`src/rtl/cs_pkg.sv`:
```
// ---------------------------------------------------------------------------
// cs_pkg -- shared definitions for the checksum job scheduler.
//
// Holds the default payload/result widths, the default engine timeout, the
// wait-counter width, the scheduler FSM state encoding and the one-hot grant
// codes used between the arbiter and the scheduler.
// ---------------------------------------------------------------------------
package cs_pkg;

  // Default payload: 384-bit field 1 + 128-bit field 2.
  localparam int DEF_WIDTH_DATA   = 512;
  // Default result: 8-bit result 1 + 8-bit result 2.
  localparam int DEF_WIDTH_RESULT = 16;
  // Default number of WAIT cycles before a job is abandoned.
  localparam int DEF_TIMEOUT      = 1023;

  // Wait counter is wide enough for the largest legal TIMEOUT (65535).
  localparam int CNT_W = 16;

  // Scheduler states; encodings kept fixed for compatibility with older
  // register maps that expose the state for debug.
  typedef enum logic [1:0] {
    ST_IDLE  = 2'd0,
    ST_ISSUE = 2'd1,
    ST_WAIT  = 2'd2,
    ST_RESP  = 2'd3
  } state_t;

  // One-hot grant encoding: bit 0 = requester A, bit 1 = requester B.
  localparam logic [1:0] GNT_NONE = 2'b00;
  localparam logic [1:0] GNT_A    = 2'b01;
  localparam logic [1:0] GNT_B    = 2'b10;

endpackage : cs_pkg

```
`src/rtl/cs_rr_arb2.sv`:
```
// ---------------------------------------------------------------------------
// cs_rr_arb2 -- two-way round-robin grant logic (purely combinational).
//
// Ports:
//   req      [1:0] in   request vector, bit 0 = A, bit 1 = B
//   last_gnt       in   requester granted most recently (0 = A, 1 = B)
//   gnt      [1:0] out  one-hot grant, 2'b00 when nothing is requested
//
// A lone request is granted immediately; on a tie the requester that was
// not granted last wins.
// ---------------------------------------------------------------------------
module cs_rr_arb2
  import cs_pkg::*;
(
  input  logic [1:0] req,
  input  logic       last_gnt,
  output logic [1:0] gnt
);

  always_comb begin
    gnt = GNT_NONE;
    case (req)
      2'b01:   gnt = GNT_A;
      2'b10:   gnt = GNT_B;
      2'b11:   gnt = last_gnt ? GNT_A : GNT_B;
      default: gnt = GNT_NONE;
    endcase
  end

endmodule : cs_rr_arb2

```
`src/rtl/cs_sched.sv`:
```
// ---------------------------------------------------------------------------
// cs_sched -- schedules checksum jobs from two requesters onto one engine.
//
// Ports:
//   clk, rst_n                 clock, asynchronous active-low reset
//   req_a/req_b                job request, held until the matching ack
//   data_a/data_b              payload, stable while its req is high
//   ack_a/ack_b                one-cycle pulse when the payload is issued
//   done_a/done_b              one-cycle pulse when the result is valid
//   result_a/result_b          result, non-zero only alongside done
//   eng_in_valid, eng_data     engine issue strobe and held payload
//   eng_out_valid, eng_result  engine completion strobe and result
//   busy                       high whenever the FSM is not IDLE
//   timeout_err                pulse with done when a job was abandoned
//
// One job is outstanding at a time: IDLE -> ISSUE -> WAIT -> RESP -> IDLE.
// Every output is a flop; each flop's next value is formed in one
// always_comb block from the current state, so an output pulse appears in
// the cycle of the state it belongs to.
// ---------------------------------------------------------------------------
module cs_sched
  import cs_pkg::*;
#(
  parameter int WIDTH_DATA   = DEF_WIDTH_DATA,
  parameter int WIDTH_RESULT = DEF_WIDTH_RESULT,
  parameter int TIMEOUT      = DEF_TIMEOUT
) (
  input  logic                    clk,
  input  logic                    rst_n,
  input  logic                    req_a,
  input  logic                    req_b,
  input  logic [WIDTH_DATA-1:0]   data_a,
  input  logic [WIDTH_DATA-1:0]   data_b,
  output logic                    ack_a,
  output logic                    ack_b,
  output logic                    done_a,
  output logic                    done_b,
  output logic [WIDTH_RESULT-1:0] result_a,
  output logic [WIDTH_RESULT-1:0] result_b,
  output logic                    eng_in_valid,
  output logic [WIDTH_DATA-1:0]   eng_data,
  input  logic                    eng_out_valid,
  input  logic [WIDTH_RESULT-1:0] eng_result,
  output logic                    busy,
  output logic                    timeout_err
);

  // WAIT lasts TIMEOUT cycles: the counter runs 0..TIMEOUT-1 and the job is
  // abandoned at the edge that ends the cycle in which it reads TIMEOUT-1.
  localparam logic [CNT_W-1:0] CNT_LAST = CNT_W'(TIMEOUT - 1);
  localparam logic [CNT_W-1:0] CNT_ONE  = CNT_W'(1);

  state_t                  state_q, state_d;
  logic [1:0]              gnt_q, gnt_d;
  logic                    last_gnt_q, last_gnt_d;
  logic [CNT_W-1:0]        cnt_q, cnt_d;
  logic [WIDTH_DATA-1:0]   eng_data_q, eng_data_d;
  logic                    eng_in_valid_q, eng_in_valid_d;
  logic                    ack_a_q, ack_a_d;
  logic                    ack_b_q, ack_b_d;
  logic                    done_a_q, done_a_d;
  logic                    done_b_q, done_b_d;
  logic [WIDTH_RESULT-1:0] result_a_q, result_a_d;
  logic [WIDTH_RESULT-1:0] result_b_q, result_b_d;
  logic                    timeout_err_q, timeout_err_d;
  logic                    busy_q, busy_d;

  logic [1:0]              arb_gnt;
  logic                    resp_fire;
  logic                    resp_timeout;
  logic [WIDTH_RESULT-1:0] resp_value;

  cs_rr_arb2 u_arb (
    .req      ({req_b, req_a}),
    .last_gnt (last_gnt_q),
    .gnt      (arb_gnt)
  );

  // Leaving WAIT: the engine result has priority over a timeout that
  // expires in the same cycle, so an answer arriving on the last allowed
  // cycle is still delivered as a normal completion.
  always_comb begin
    resp_fire    = 1'b0;
    resp_timeout = 1'b0;
    resp_value   = '0;
    if (state_q == ST_WAIT) begin
      if (eng_out_valid) begin
        resp_fire  = 1'b1;
        resp_value = eng_result;
      end else if (cnt_q == CNT_LAST) begin
        resp_fire    = 1'b1;
        resp_timeout = 1'b1;
      end
    end
  end

  always_comb begin
    state_d        = state_q;
    gnt_d          = gnt_q;
    last_gnt_d     = last_gnt_q;
    cnt_d          = cnt_q;
    eng_data_d     = eng_data_q;
    eng_in_valid_d = 1'b0;
    ack_a_d        = 1'b0;
    ack_b_d        = 1'b0;
    done_a_d       = 1'b0;
    done_b_d       = 1'b0;
    result_a_d     = '0;
    result_b_d     = '0;
    timeout_err_d  = 1'b0;

    case (state_q)
      ST_IDLE: begin
        // Capture the winner's payload now so it is already on eng_data
        // during the ISSUE cycle. The loser's req is left untouched and
        // competes again on the next IDLE cycle.
        if (arb_gnt != GNT_NONE) begin
          gnt_d          = arb_gnt;
          eng_data_d     = arb_gnt[1] ? data_b : data_a;
          eng_in_valid_d = 1'b1;
          ack_a_d        = arb_gnt[0];
          ack_b_d        = arb_gnt[1];
          state_d        = ST_ISSUE;
        end
      end

      ST_ISSUE: begin
        cnt_d   = '0;
        state_d = ST_WAIT;
      end

      ST_WAIT: begin
        if (resp_fire) begin
          done_a_d      = gnt_q[0];
          done_b_d      = gnt_q[1];
          result_a_d    = gnt_q[0] ? resp_value : '0;
          result_b_d    = gnt_q[1] ? resp_value : '0;
          timeout_err_d = resp_timeout;
          state_d       = ST_RESP;
        end else begin
          cnt_d = cnt_q + CNT_ONE;
        end
      end

      ST_RESP: begin
        // Pointer moves only once a job has completed, so a job dropped by
        // reset never shifts the round-robin order.
        last_gnt_d = gnt_q[1];
        state_d    = ST_IDLE;
      end

      default: begin
        state_d = ST_IDLE;
      end
    endcase

    busy_d = (state_d != ST_IDLE);
  end

  // Reset puts A first in line by pretending B was granted last.
  always_ff @(posedge clk or negedge rst_n) begin
    if (!rst_n) begin
      state_q        <= ST_IDLE;
      gnt_q          <= GNT_NONE;
      last_gnt_q     <= 1'b1;
      cnt_q          <= '0;
      eng_data_q     <= '0;
      eng_in_valid_q <= 1'b0;
      ack_a_q        <= 1'b0;
      ack_b_q        <= 1'b0;
      done_a_q       <= 1'b0;
      done_b_q       <= 1'b0;
      result_a_q     <= '0;
      result_b_q     <= '0;
      timeout_err_q  <= 1'b0;
      busy_q         <= 1'b0;
    end else begin
      state_q        <= state_d;
      gnt_q          <= gnt_d;
      last_gnt_q     <= last_gnt_d;
      cnt_q          <= cnt_d;
      eng_data_q     <= eng_data_d;
      eng_in_valid_q <= eng_in_valid_d;
      ack_a_q        <= ack_a_d;
      ack_b_q        <= ack_b_d;
      done_a_q       <= done_a_d;
      done_b_q       <= done_b_d;
      result_a_q     <= result_a_d;
      result_b_q     <= result_b_d;
      timeout_err_q  <= timeout_err_d;
      busy_q         <= busy_d;
    end
  end

  assign ack_a        = ack_a_q;
  assign ack_b        = ack_b_q;
  assign done_a       = done_a_q;
  assign done_b       = done_b_q;
  assign result_a     = result_a_q;
  assign result_b     = result_b_q;
  assign eng_in_valid = eng_in_valid_q;
  assign eng_data     = eng_data_q;
  assign busy         = busy_q;
  assign timeout_err  = timeout_err_q;

endmodule : cs_sched

```
`config.mk`:
```
export PLATFORM = sky130hd
export DESIGN_NAME = cs_sched
export DESIGN_NICKNAME = d
export VERILOG_FILES = /design/src/rtl/cs_pkg.sv /design/src/rtl/cs_rr_arb2.sv /design/src/rtl/cs_sched.sv
export SDC_FILE = /design/constraint.sdc
export NUM_CORES = 1
export LEC_CHECK = 0
export BUFFER_PORTS_ARGS = -buffer_cell sky130_fd_sc_hd__buf_4
export CORE_AREA = 10 10 621 623
export CTS_CLUSTER_DIAMETER = 60
export DETAILED_ROUTE_END_ITERATION = 8
export DIE_AREA = 0 0 631 633
export GPL_TIMING_DRIVEN = 0
export REMOVE_ABC_BUFFERS = 1
export SYNTH_ARGS = -nofsm -noshare
export SYNTH_HDL_FRONTEND = slang
export SYNTH_HIERARCHICAL = 1
export SYNTH_SLANG_ARGS = --single-unit
export TNS_END_PERCENT = 10
```
`constraint.sdc`:
```
create_clock -name clk -period 2.8 [get_ports clk]
set_input_delay 0.7 -clock clk [delete_from_list [all_inputs] [get_ports clk]]
set_output_delay 0.7 -clock clk [all_outputs]
set_load 0.005 [all_outputs]
```
==> results of run 1 <==
-- repair_timing --
item	in CTS	in global routing
buffers inserted	5	1
pin swaps	2	1
hold buffers	17	0
endpoints found under the setup margin	147	70
cloned	7	7
endpoints found under the hold margin	123	0
gates resized for setup	18	7
-- critical path, cell delays in order (launching register included) --
cell and delay [ps]:
dfstp_2 390, a21boi_4 190, buf_16 190, buf_16 140
buf_16 170, buf_16 210, buf_16 190, buf_16 180
buf_16 170, bufbuf_16 300, mux2i_2 280, o21ai_0 100
-- power by group through the flow --
stage / Clock, uW / Sequential, uW / Combinational, uW
5_1_grt: 14900 / 14500 / 27600
3_5_place_dp: 0 / 14100 / 25900
2_1_floorplan: 0 / 14700 / 9360
4_1_cts: 14600 / 14100 / 26200
3_3_place_gp: 0 / 14700 / 30300
6_report: 14000 / 14000 / 25100
-- layout make-up --
cell class / count / area, sq um
clock buffer: 136 / 2980
inverter: 10 / 37.5
clock inverter: 64 / 752
tap: 4994 / 6250
fill: 42623 / 325000
timing repair buffer: 1688 / 13900
multi-input combinational: 1674 / 10600
sequential: 572 / 14300
antenna: 40 / 100
-- layer usage --
layer,global-route usage,vias to the layer above
li1,-,11738
met1,0.131,12311
met2,0.238,1511
met3,0.108,547
met4,0.0339,130
met5,0,-
-- registers in the layout, summed over array words and instances (netlist names) --
| name | cells |
|---|---|
| eng_data | 512 |
| cnt_q | 16 |
| result_a | 16 |
| result_b | 16 |
| gnt_q | 2 |
| state_q | 2 |
| ack_a | 1 |
| ack_b | 1 |
| busy | 1 |
| done_a | 1 |
| done_b | 1 |
| eng_in_valid | 1 |
| last_gnt_q | 1 |
| timeout_err | 1 |
-- cells by family (layout without fill, tap and decap cells) --
family                     after synthesis  after routing  synth area share
AOI/OAI and AO/OA                      532            532             0.105
xor gates and xnor gates                 8              8           0.00274
adders and majority gates                6              6           0.00294
buffers and inverters                  186           1898            0.0284
DFF                                    572            572             0.560
muxes                                  517            517             0.203
other                                    0             40                 0
and+or+nand+nor                        611            611            0.0979
-- worst paths after layout --
kind                               from       endpoint  cells after the start
max in group asynchronous         rst_n  eng_data[164]                      5
min in group asynchronous         rst_n  eng_data[479]                      2
setup / recovery             last_gnt_q  eng_data[400]                     11
setup reg to reg             last_gnt_q  eng_data[400]                     11
hold reg to reg            eng_data[87]   eng_data[87]                      2
hold / removal              data_a[412]  eng_data[412]                      3
-- Yosys cell counts, types with 3 or more instances --
cell	number	area, sq um
dfrtp_1	571	14300
nand2_1	521	1960
mux2i_1	516	5160
o21ai_0	515	2580
clkbuf_1	153	574
and2_1	34	213
buf_2	16	80.1
nor2_1	16	60.1
inv_1	10	37.5
nand3_1	8	40.0
nand4_1	7	43.8
a21oi_1	6	30.0
and3_1	6	37.5
buf_1	6	22.5
ha_1	6	75.1
xor2_1	5	43.8
nor3_1	3	15.0
o31ai_1	3	22.5
or4_1	3	22.5
xnor2_1	3	26.3
-- cell usage in the layout (no fill, tap or decap), types with 4 or more instances in the layout --
cell / n
buf_12: 27
dlygate4sd3_1: 17
clkinv_2: 8
clkbuf_8: 13
inv_8: 4
a21oi_1: 6
mux2i_1: 507
nand3_1: 8
nand4_1: 7
inv_6: 27
clkinv_4: 5
nand2_1: 521
buf_16: 29
and3_1: 6
clkbuf_16: 117
clkbuf_1: 13
diode_2: 40
clkinvlp_4: 8
mux2i_2: 6
ha_1: 6
buf_4: 1600
nor2_1: 16
inv_1: 10
o21ai_0: 515
xor2_1: 5
bufinv_16: 8
and2_1: 34
bufbuf_16: 7
dfrtp_1: 571
-- per-stage QoR --
stage / total power (uW) / instance area, sq um / setup TNS (ps) / setup slack [ps] / util
after floorplan: 24100 / 24900 / - / -367910 / -
after detailed placement: 40000 / 44500 / -136670 / -1370 / 0.119
after CTS: 54900 / 48600 / 0 / 0.222 / 0.130
after global routing: 57000 / 48900 / 0 / 10.2 / 0.131
final: 53100 / 49000 / 0 / 62.5 / 0.131
after global placement: 45100 / 43100 / - / -846540 / 0.115
==> run metrics, run 1 <==
die area 399,000 sq um; routability cong. 0.920; starting density of the core 0.0683; Critical Path AT 3450 ps; R2R Setup Slk 60 ps; I/O Pins 1,596; Avg Cell Area, Syn 10.5 sq um; pwr dens 1080 nW/um^2; first-pass GRT wire length 347,000 microns; row count 225; Inserted Clock Buffers 110; warnings from Yosys 6; met3 wire length 50,100 microns; Distinct cells, synth 40; Clock Sink Count 572; DRC viols 0; vias in the first global route 26,173; crit end category register; crit path launch type register; combinational group share of total power 0.472; Slew Viols, Final 0; vias per cell 2.86; RSZ-0062 raised after global routing no; clock power share 0.264; number of synthesized flops with an enable pin 0; Synth Instances 2,432; DR vias 26,237; Hold Vio Cnt, Final 0; Worst Path Class, Setup register to register; DR pass1 iterations 7; post-DP HPWL 263,000 microns; initial antenna violation count 207; synth-to-layout area growth 91.6%; Post-Syn Area 25,500 sq um; DR iter-0 viols 1,677; static leakage 0.0226 uW; Net Sw Power 23,400 uW; peak supply drop 628 uV; status completed; core area 374,000 sq um; Max-cap violations 0; IO Port Bufs 1,595; Detail Route Antenna Nets 0; DRT met1 WL 93,300 microns; hold crit path type primary input to register; Cell Int Power 29,700 uW; share of cells above drive strength 1 0.453; CTS tree yes; Worst-path clk slew 60 ps; Seq/Total Area, Yosys 0.560; fin nets 5,107; Flop pwr share 0.264; final setup fails 0; placed cell count 8,907; final period demand of the worst path 2740 ps; met2 routed WL 141,000 microns; Primary FF master, synth dfrtp_1; H-tree depth 3; minimum hold slack 142 ps; Synth async-reset ratio 1.00; top sig layer met5; Skew-Pair Late Insertion Delay 850 ps; Max-slew headroom 0.376; worst slew pin tran 910 ps; wire per inst 32.1 microns; grt total ovfl 0; clock buffer depth 4; pin count of the biggest net entering global routing 100; Req. time, crit path 3510 ps; CP Max Fanout 21; clock root cell clkbuf_16; Die X 631 microns; Final period util 0.978; final WL 295,000 microns; Seq cells post-synth 572; switch share 0.441; gr usage total 0.139; post-route insts no fill 9,178; Die Y 633 microns; max frequency 365 MHz; Final Skew 65.9 ps
Note: power is estimated with default switching activity, not from simulation.
==> run 2: changes to the inputs <==
- ABC_AREA: unset -> 1
- CORE_AREA: 10 10 621 623 -> 10 10 612 614
- DIE_AREA: 0 0 631 633 -> 0 0 622 624
==> run metrics, run 2 <==
number of fill cells in the layout 41,676; Max-slew headroom 0.458; Final period util 0.947; Inserted Clock Buffers 107; Critical Path Slowest Stage Cell bufbuf_16; Largest stage delay, worst path 530 ps; final instance area 49,300 sq um; H-tree depth 3; top-count cell post-synth nand2_1; DR iter-0 viols 2,548; CP endpoint eng_data[173]; crit path cell chain inv_1 -> ha_1 -> nand2_4 -> nand2_8 -> buf_16 -> bufbuf_16 -> nor2_1 -> a21oi_1; Final WS setup 149 ps; Avg Cell Area, Syn 7.56 sq um; Seq cells post-synth 572; clock root cell clkbuf_16; Finished Core Util 0.136; minimum hold slack 143 ps; Worst Reg-to-Reg Cells 8; Skew-Pair Late Insertion Delay 850 ps; pwr dens 1060 nW/um^2; Distinct cells, synth 28; wire per inst 29.5 microns; dpl ws -1520 ps; Synth async-reset ratio 1.00; RSZ-0062 raised after global routing no; Synth area leader dfrtp_1; Die Y 624 microns; Clock Sink Count 572; I/O Pins 1,596; core area 362,000 sq um; vias per cell 3.07; Total Power 52,300 uW; Max-cap violations 0; pin count of the biggest net entering global routing 151; synth-to-layout area growth 79.1%; R2R Path Start state_q[0]; Worst Path Class, Setup register to register; R2R Setup Slk 150 ps; Synth Instances 3,640; crit end category register; die area 388,000 sq um; Critical R2R Capture eng_data[173]; Hold Vio Cnt, Final 0; Final Skew 36.9 ps; max frequency 377 MHz; Seq/Total Area, Yosys 0.520; warnings from Yosys 6; IO Port Bufs 1,595; commonest cells in the netlist nand2_1 (620), inv_1 (584), dfrtp_1 (571); final setup fails 0; starting density of the core 0.0761; Yosys top cell area share 0.519; Primary FF master, synth dfrtp_1; clock buffer depth 4; share of cells above drive strength 1 0.351; hold crit path type primary input to register; most common cell after layout, fill and taps aside buf_4; post-DP HPWL 263,000 microns; DRC viols 0; first-pass GRT wire length 359,000 microns; worst slew pin tran 812 ps; grt total ovfl 0; most frequent cells in the layout buf_4 (1,598), nand2_1 (618), inv_1 (584), dfrtp_1 (571), nor2_1 (536); final period demand of the worst path 2650 ps; fin nets 6,213; gr usage total 0.145; Die X 622 microns; initial antenna violation count 228; Worst-path clk slew 60 ps; status completed; Detail Route Antenna Nets 0; Critical Path AT 3390 ps; crit path launch type register; DR pass1 iterations 5; CP Max Fanout 121; vias in the first global route 29,799; peak supply drop 705 uV; Req. time, crit path 3530 ps; Slew Viols, Final 0; static leakage 0.0230 uW; Post-Syn Area 27,500 sq um; critical path launch point state_q[0]; top post-synthesis cells by area dfrtp_1 (52%), o21ai_0 (9.4%), a21oi_1 (9.4%); Post-DP Area 45,400 sq um; routability cong. 0.941; CTS tree yes; max FFs per register 512; row count 221; final WL 297,000 microns; DR vias 30,947; number of synthesized flops with an enable pin 0
==> run 2: area by class of cell <==
cell class                      instances  area, sq um  area share
Clock inverter                         63          646      0.0131
Sequential cell                       572        14300       0.290
Timing Repair Buffer                 1644        13200       0.267
Multi-Input combinational cell       2251        10000       0.203
Tap cell                             4794         6000       0.122
Clock buffer                          130         2890      0.0585
Inverter                              586         2200      0.0446
Antenna cell                           35         87.6     0.00178
==> run 2: routing by layer <==
layer  routed length [microns]  global-route usage  vias to the layer above
met5                      1100                   0                        -
met4                     15000              0.0558                      164
met3                     44700              0.0977                      635
met2                    142000               0.248                     1707
met1                     94800               0.138                    13988
li1                          -                   -                    14453
==> run 2: logic make-up (layout without fill, tap and decap cells) <==
logic type | after synthesis | after routing | synth area share
xor+xnor | 6 | 6 | 0.00191
buf+inv | 820 | 2423 | 0.119
compound gates | 1042 | 1042 | 0.190
fa+ha+maj | 6 | 6 | 0.00273
other cells | 0 | 35 | 0
flops | 572 | 572 | 0.520
simple gates | 1194 | 1197 | 0.167
==> run 2: power by group <==
group / leakage, uW / internal, uW / switching, uW / total, uW
clock: 0.00172 / 7840 / 5470 / 13300
combinational: 0.0150 / 8700 / 16200 / 24900
sequential: 0.00637 / 12000 / 2030 / 14000
==> run 2: worst min-delay path by stage <==
stage | from | endpoint | slack [ps] | cells past startpoint
after global placement | cnt_q[15] | cnt_q[15] | 490 | 2
after global routing | data_a[388] | eng_data[388] | 100 | 3
final | data_a[367] | eng_data[367] | 140 | 3
after CTS | data_a[367] | eng_data[367] | 30 | 3
after detailed placement | cnt_q[15] | cnt_q[15] | 510 | 2
after floorplan | rst_n | ack_a | 400 | 0
==> run 2: timing repair <==
item | 4_1_cts | 5_1_grt
pin swaps | 2 | 1
hold buffers | 1 | 0
cloned | 8 | 4
buffers inserted | 5 | 1
resized for setup | 14 | 5
endpoints found under the hold margin | 33 | 0
endpoints found under the setup margin | 456 | 236
==> run 2: through the flow <==
stage	cells	TNS (ps)
final	10075	0
after floorplan	3406	-
after global routing	10052	0
after CTS	10038	0
after detailed placement	9835	-469250
after global placement	9795	-
==> run 2: critical path, delay by kind of cell, from the launching register on <==
kind	cells	cell delay, ps
buffers and inverters	3	1000
AND/OR/NAND/NOR	3	570
flip-flops	1	400
adder cells (fa/ha/maj)	1	300
AO/OA/AOI/OAI	1	110
